===== src/rtl/flash_read_cache.sv =====
// flash_read_cache: direct-mapped read-only word cache in front of MappedSPIFlash.
// Optional saturating hit/miss counters are built when FLASH_CACHE_STATS_EN is defined.
module flash_read_cache #(
  parameter int LINES = 64
) (
  input  logic        clk,
  input  logic        reset,
  input  logic        rstrb,
  input  logic [19:0] word_address,
  output logic [31:0] rdata,
  output logic        rbusy,
  input  logic        invalidate,
  output logic        flash_rstrb,
  output logic [19:0] flash_word_address,
  input  logic [31:0] flash_rdata,
  input  logic        flash_rbusy,
  output logic [15:0] hit_count,
  output logic [15:0] miss_count
);
  localparam int INDEX_BITS = $clog2(LINES);
  localparam int TAG_BITS = 20 - INDEX_BITS;

  typedef enum logic [1:0] {
    IDLE,
    LOOKUP,
    FILL
  } state_t;

  state_t state_q, state_d;

  logic [19:0]           addr_q;
  logic [31:0]           rdata_q;
  logic [LINES-1:0]      valid_q;
  logic [TAG_BITS-1:0]   tag_mem [LINES];
  logic [31:0]           data_mem [LINES];

  logic [INDEX_BITS-1:0] idx;
  logic [TAG_BITS-1:0]   tag;
  logic                  hit;
  logic                  capture;
  logic                  lookup_hit;
  logic                  fill_done;

  assign idx = addr_q[INDEX_BITS-1:0];
  assign tag = addr_q[19:INDEX_BITS];
  assign hit = valid_q[idx] && (tag_mem[idx] == tag);
  assign flash_word_address = addr_q;

  always_ff @(posedge clk or posedge reset) begin
    if (reset) begin
      state_q <= IDLE;
    end else begin
      state_q <= state_d;
    end
  end

  always_comb begin
    state_d     = state_q;
    rbusy       = 1'b0;
    flash_rstrb = 1'b0;
    capture     = 1'b0;
    lookup_hit  = 1'b0;
    fill_done   = 1'b0;
    rdata       = rdata_q;
    unique case (state_q)
      IDLE: begin
        if (rstrb) begin
          capture = 1'b1;
          state_d = LOOKUP;
        end
      end
      LOOKUP: begin
        if (hit) begin
          lookup_hit = 1'b1;
          rdata      = data_mem[idx];
          if (rstrb) begin
            capture = 1'b1;
          end else begin
            state_d = IDLE;
          end
        end else begin
          rbusy       = 1'b1;
          flash_rstrb = 1'b1;
          state_d     = FILL;
        end
      end
      FILL: begin
        rbusy = flash_rbusy;
        if (!flash_rbusy) begin
          fill_done = 1'b1;
          rdata     = flash_rdata;
          state_d   = IDLE;
        end
      end
      default: state_d = IDLE;
    endcase
  end

  always_ff @(posedge clk or posedge reset) begin
    if (reset) begin
      addr_q  <= '0;
      rdata_q <= '0;
    end else begin
      if (capture) begin
        addr_q <= word_address;
      end
      if (lookup_hit) begin
        rdata_q <= data_mem[idx];
      end else if (fill_done) begin
        rdata_q <= flash_rdata;
      end
    end
  end

  // invalidate wins over a fill completing on the same edge
  always_ff @(posedge clk or posedge reset) begin
    if (reset) begin
      valid_q <= '0;
    end else if (invalidate) begin
      valid_q <= '0;
    end else if (fill_done) begin
      valid_q[idx] <= 1'b1;
    end
  end

  always_ff @(posedge clk) begin
    if (fill_done) begin
      tag_mem[idx]  <= tag;
      data_mem[idx] <= flash_rdata;
    end
  end

`ifdef FLASH_CACHE_STATS_EN
  logic [15:0] hit_q;
  logic [15:0] miss_q;

  always_ff @(posedge clk or posedge reset) begin
    if (reset) begin
      hit_q  <= '0;
      miss_q <= '0;
    end else if (invalidate) begin
      hit_q  <= '0;
      miss_q <= '0;
    end else begin
      if (lookup_hit && hit_q != 16'hFFFF) begin
        hit_q <= hit_q + 16'd1;
      end
      if (flash_rstrb && miss_q != 16'hFFFF) begin
        miss_q <= miss_q + 16'd1;
      end
    end
  end

  assign hit_count  = hit_q;
  assign miss_count = miss_q;
`else
  assign hit_count  = '0;
  assign miss_count = '0;
`endif

endmodule


===== config.mk =====
export PLATFORM = sky130hd
export DESIGN_NAME = flash_read_cache
export DESIGN_NICKNAME = d
export VERILOG_FILES = /design/src/rtl/flash_read_cache.sv
export SDC_FILE = /design/constraint.sdc
export NUM_CORES = 2
export LEC_CHECK = 0
export ABC_CLOCK_PERIOD_IN_PS = 6930
export CAP_MARGIN = 25
export CORE_MARGIN = 2
export CORE_UTILIZATION = 40
export CTS_CLUSTER_DIAMETER = 60
export DETAILED_ROUTE_END_ITERATION = 6
export PLACE_DENSITY_LB_ADDON = 0.05
export SYNTH_ARGS = -nofsm -noshare
export SYNTH_HDL_FRONTEND = slang
export SYNTH_SLANG_ARGS = --single-unit

===== constraint.sdc =====
create_clock -name clk -period 6.93 [get_ports clk]
set_input_delay 0.693 -clock clk [delete_from_list [all_inputs] [get_ports clk]]
set_output_delay 0.693 -clock clk [all_outputs]
set_load 0.005 [all_outputs]

==> summary.txt <==
==========================================================================================
Max rail drop VDD                                                                 342.2 uV
Largest incremental delay on the critical path                                      730 ps
Total track usage                                                                   26.46%
Setup TNS                                                                             0 ps
Post-layout min period                                                             6807 ps
Total standard cell area after synthesis                                        118700 um2
Die height                                                                        548.7 um
CTS tree                                                                              done
Fraction of met3 tracks used by global routing                                      3.424%
Vias per Instance                                                                    6.006
Clock edge transition at the registers on the reported setup and hold paths          60 ps
Final worst hold slack                                                            163.3 ps
Number of synthesized register bits                                                   3062
Layout Nets                                                                           6121
Layout overhead on the synthesized area                                             16.10%
Max Clk Rate                                                                     146.9 MHz
Dominant cell type by area after synthesis                                        edfxtp_1
Core footprint                                                                  294600 um2
Cell Rows                                                                              199
Average wire per cell in the routed design                                        39.22 um
Worst-case register-to-register setup slack                                        2060 ps
Highest-count cells in the layout ignoring fill and taps                      2944 x edfxtp_1, 648 x mux4_2, 480 x mux2i_1, 352 x clkbuf_16, 282 x buf_4
GPL Wtd Cong                                                                        0.7834
Initial Utilization                                                                 40.29%
Syn Area/Cell                                                                    21.21 um2
Nature of the critical path startpoint                                           flip-flop
Detail Placement HPWL                                                            221000 um
Critical path data arrival time                                                    6110 ps
Headroom to the max-slew limit                                                      25.16%
Via count of the routed design                                                       61620
Chip width                                                                        548.7 um
Pwr dens                                                                      407.0 nW/um2
EDFF count, synth                                                                     2944
GR peak layer                                                                         met2
Total count of max-transition violations in the final report                             0
Root Buffer                                                                      clkbuf_16
Initial antenna violation count                                                         30
Type of the worst min-delay path                                              primary input to flip-flop
Prevailing post-synth register cell                                               edfxtp_1
Critical path's most frequent cell                                                   buf_4
Outcome                                                                       finished with violations
Pin count of the biggest net entering global routing                                    98
Critical-path maximum fanout                                                            31
Gate count of the mapped netlist                                                      5594
Clock buffers created by TritonCTS                                                     341
Starting DRT DRC Count                                                                7520
Cells taking the most area after synthesis                                    edfxtp_1 74%, mux4_2 12%, mux2i_1 4.1%
First-pass GRT wire length                                                       542800 um
RSZ-0062 raised after global routing                                                 false
Clock sink total                                                                      3062
Die area                                                                        301000 um2
Fraction of layout instances using a drive strength above 1                         25.71%
Remaining antenna violation count after routing                                          0
Hold Vio Cnt, Final                                                                      0
Violated checks                                                               design-rule violations
Wirelength, routed                                                               402400 um
Via count of the first global-routing pass                                           61180
Element type at the critical path end                                           output pin
Ordered list of cells on the worst path                                       and3b_1 -> buf_4 -> a221oi_1 -> nor2_1 -> and4b_1 -> nand3_1 -> nor3b_1 -> nand4_1 -> nor4_4 -> buf_4 -> o211ai_4 -> buf_12 -> a221o_1 -> clkdlybuf4s50_1
Post-synth top area share                                                           74.50%
Sequential cell area fraction in the yosys report                                   76.99%
Yosys warns                                                                              0
Total global routing overflow                                                            0
Fraction of registers with async set/reset                                          3.854%
Top-level port count                                                                   143
Required @ worst endpoint                                                          6240 ps
H-Tree Depth                                                                             5
Critical setup path kind                                                      flip-flop to output pin
Insertion delay of the later-clocked pin in the worst-skew pair                     910 ps
Cell with the largest stage delay on the worst path                                dfrtp_4
Met2 Track Usage GR                                                                 42.67%
MaxCap Viol Count                                                                        0
IO buf count                                                                           110
Leak pwr                                                                          44.82 nW
Commonest non-fill, non-tap cell in the layout                                    edfxtp_1
DRC errors left                                                                          3
Final cycle utilization of the critical path                                        98.23%
Global Route met1 Usage                                                             38.11%
Final setup fails                                                                        0
Worst clock skew                                                                  36.77 ps
Number of library cell types mapped by synthesis                                        69
Hold buffer count at cts                                                                 0
Pre-antenna DRT Iters                                                                    7
Largest buffer count on any clock path                                                   4
Slew at the pin closest to its max-slew limit                                      1123 ps
==========================================================================================
[state kept, by name (all words and copies together), names as in the netlist]
register            cells
data_mem             2048
flash_word_address     20
state_q                 2
tag_mem               896
valid_q                64
rdata_q                32
[where the power goes]
group / leakage (nW) / total, mW / internal, mW / switching, mW
logic: 11.6 / 16.6 / 6.68 / 9.92
clock network: 5.26 / 17.7 / 10.3 / 7.41
registers: 28.0 / 21.8 / 21.4 / 0.364
total: 44.8 / 56.1 / 38.4 / 17.7
[layer usage]
metal | vias up | share of wire (%)
li1 | 24440 | -
met1 | 34320 | 43
met2 | 2381 | 48
met3 | 483 | 6.2
met4 | 0 | 2.8
met5 | - | 0
[synth_stat cells, drive strengths merged (8+ instances only)]
library cell / count
nor3: 21
dfrtp: 118
a221o: 32
nor2: 221
nor4: 38
nand3: 72
o21ba: 8
clkbuf: 187
buf: 181
a211oi: 34
a22oi: 57
o22ai: 183
and2: 38
mux4: 648
nand4: 11
o311ai: 14
edfxtp: 2944
nand2: 29
inv: 25
a21oi: 62
o21ai: 40
mux2i: 481
and3: 48
[what timing repair did]
action,4_1_cts,5_1_grt
gates cloned,1,1
endpoints found under the setup margin,33,33
buffers inserted,10,1
pin swaps,1,0
resized for setup,8,4
[per-stage QoR]
step                power (mW)  worst slack [ps]  utilization [%]  cells  instance area (um2)
finish                   56.08             122.9            46.77  10260               137800
global route             58.00             6.610            46.77  10260               137800
floorplan                31.99              1842                -   5625               118800
CTS                      56.47             11.01            46.73  10250               137700
detailed placement       38.64             575.0            43.02   9621               126700
global placement         38.64             627.8            42.98   9617               126600
[kinds of logic after synthesis]
family	after synthesis	synth area share (%)
simple gates	510	2.128
fa+ha+maj	3	0.03163
xor+xnor	7	0.05167
mux	1133	16.39
flops	3062	76.99
buf+inv	394	1.578
other cells	1	0.003160
compound gates	484	2.828
[worst paths after layout]
path | end | startpoint | cells past startpoint
setup / recovery | rdata[15] | flash_word_address[3]$_DFFE_PP0P_ | 14
hold / removal | data_mem[6][18]$_DFFE_PP_ | flash_rdata[18] | 1
setup reg to reg | state_q[1]$_DFFE_PP0P_ | flash_word_address[3]$_DFFE_PP0P_ | 13
hold reg to reg | valid_q[1]$_DFFE_PP0P_ | valid_q[1]$_DFFE_PP0P_ | 2
max in group asynchronous | valid_q[2]$_DFFE_PP0P_ | reset | 3
min in group asynchronous | rdata_q[25]$_DFFE_PP0P_ | reset | 2
[critical path, delay by kind of cell (launching register included)]
| kind | cells | cell delay, ps |
|---|---|---|
| compound gates | 3 | 630 |
| buf+inv | 4 | 1350 |
| flops | 1 | 730 |
| simple gates | 7 | 2400 |
[area by class of cell]
class                   count  area [um2]
inverters                  26       110.1
fillers                 24580      156800
diodes                      6       15.01
repair buffers            459        4397
clock inverters           184        1597
well taps                3919        4903
flip-flops and latches   3062       91400
clock buffers             433        9183
multi-input cells        2171       26170
No activity file was read; power rests on OpenSTA's default activity.
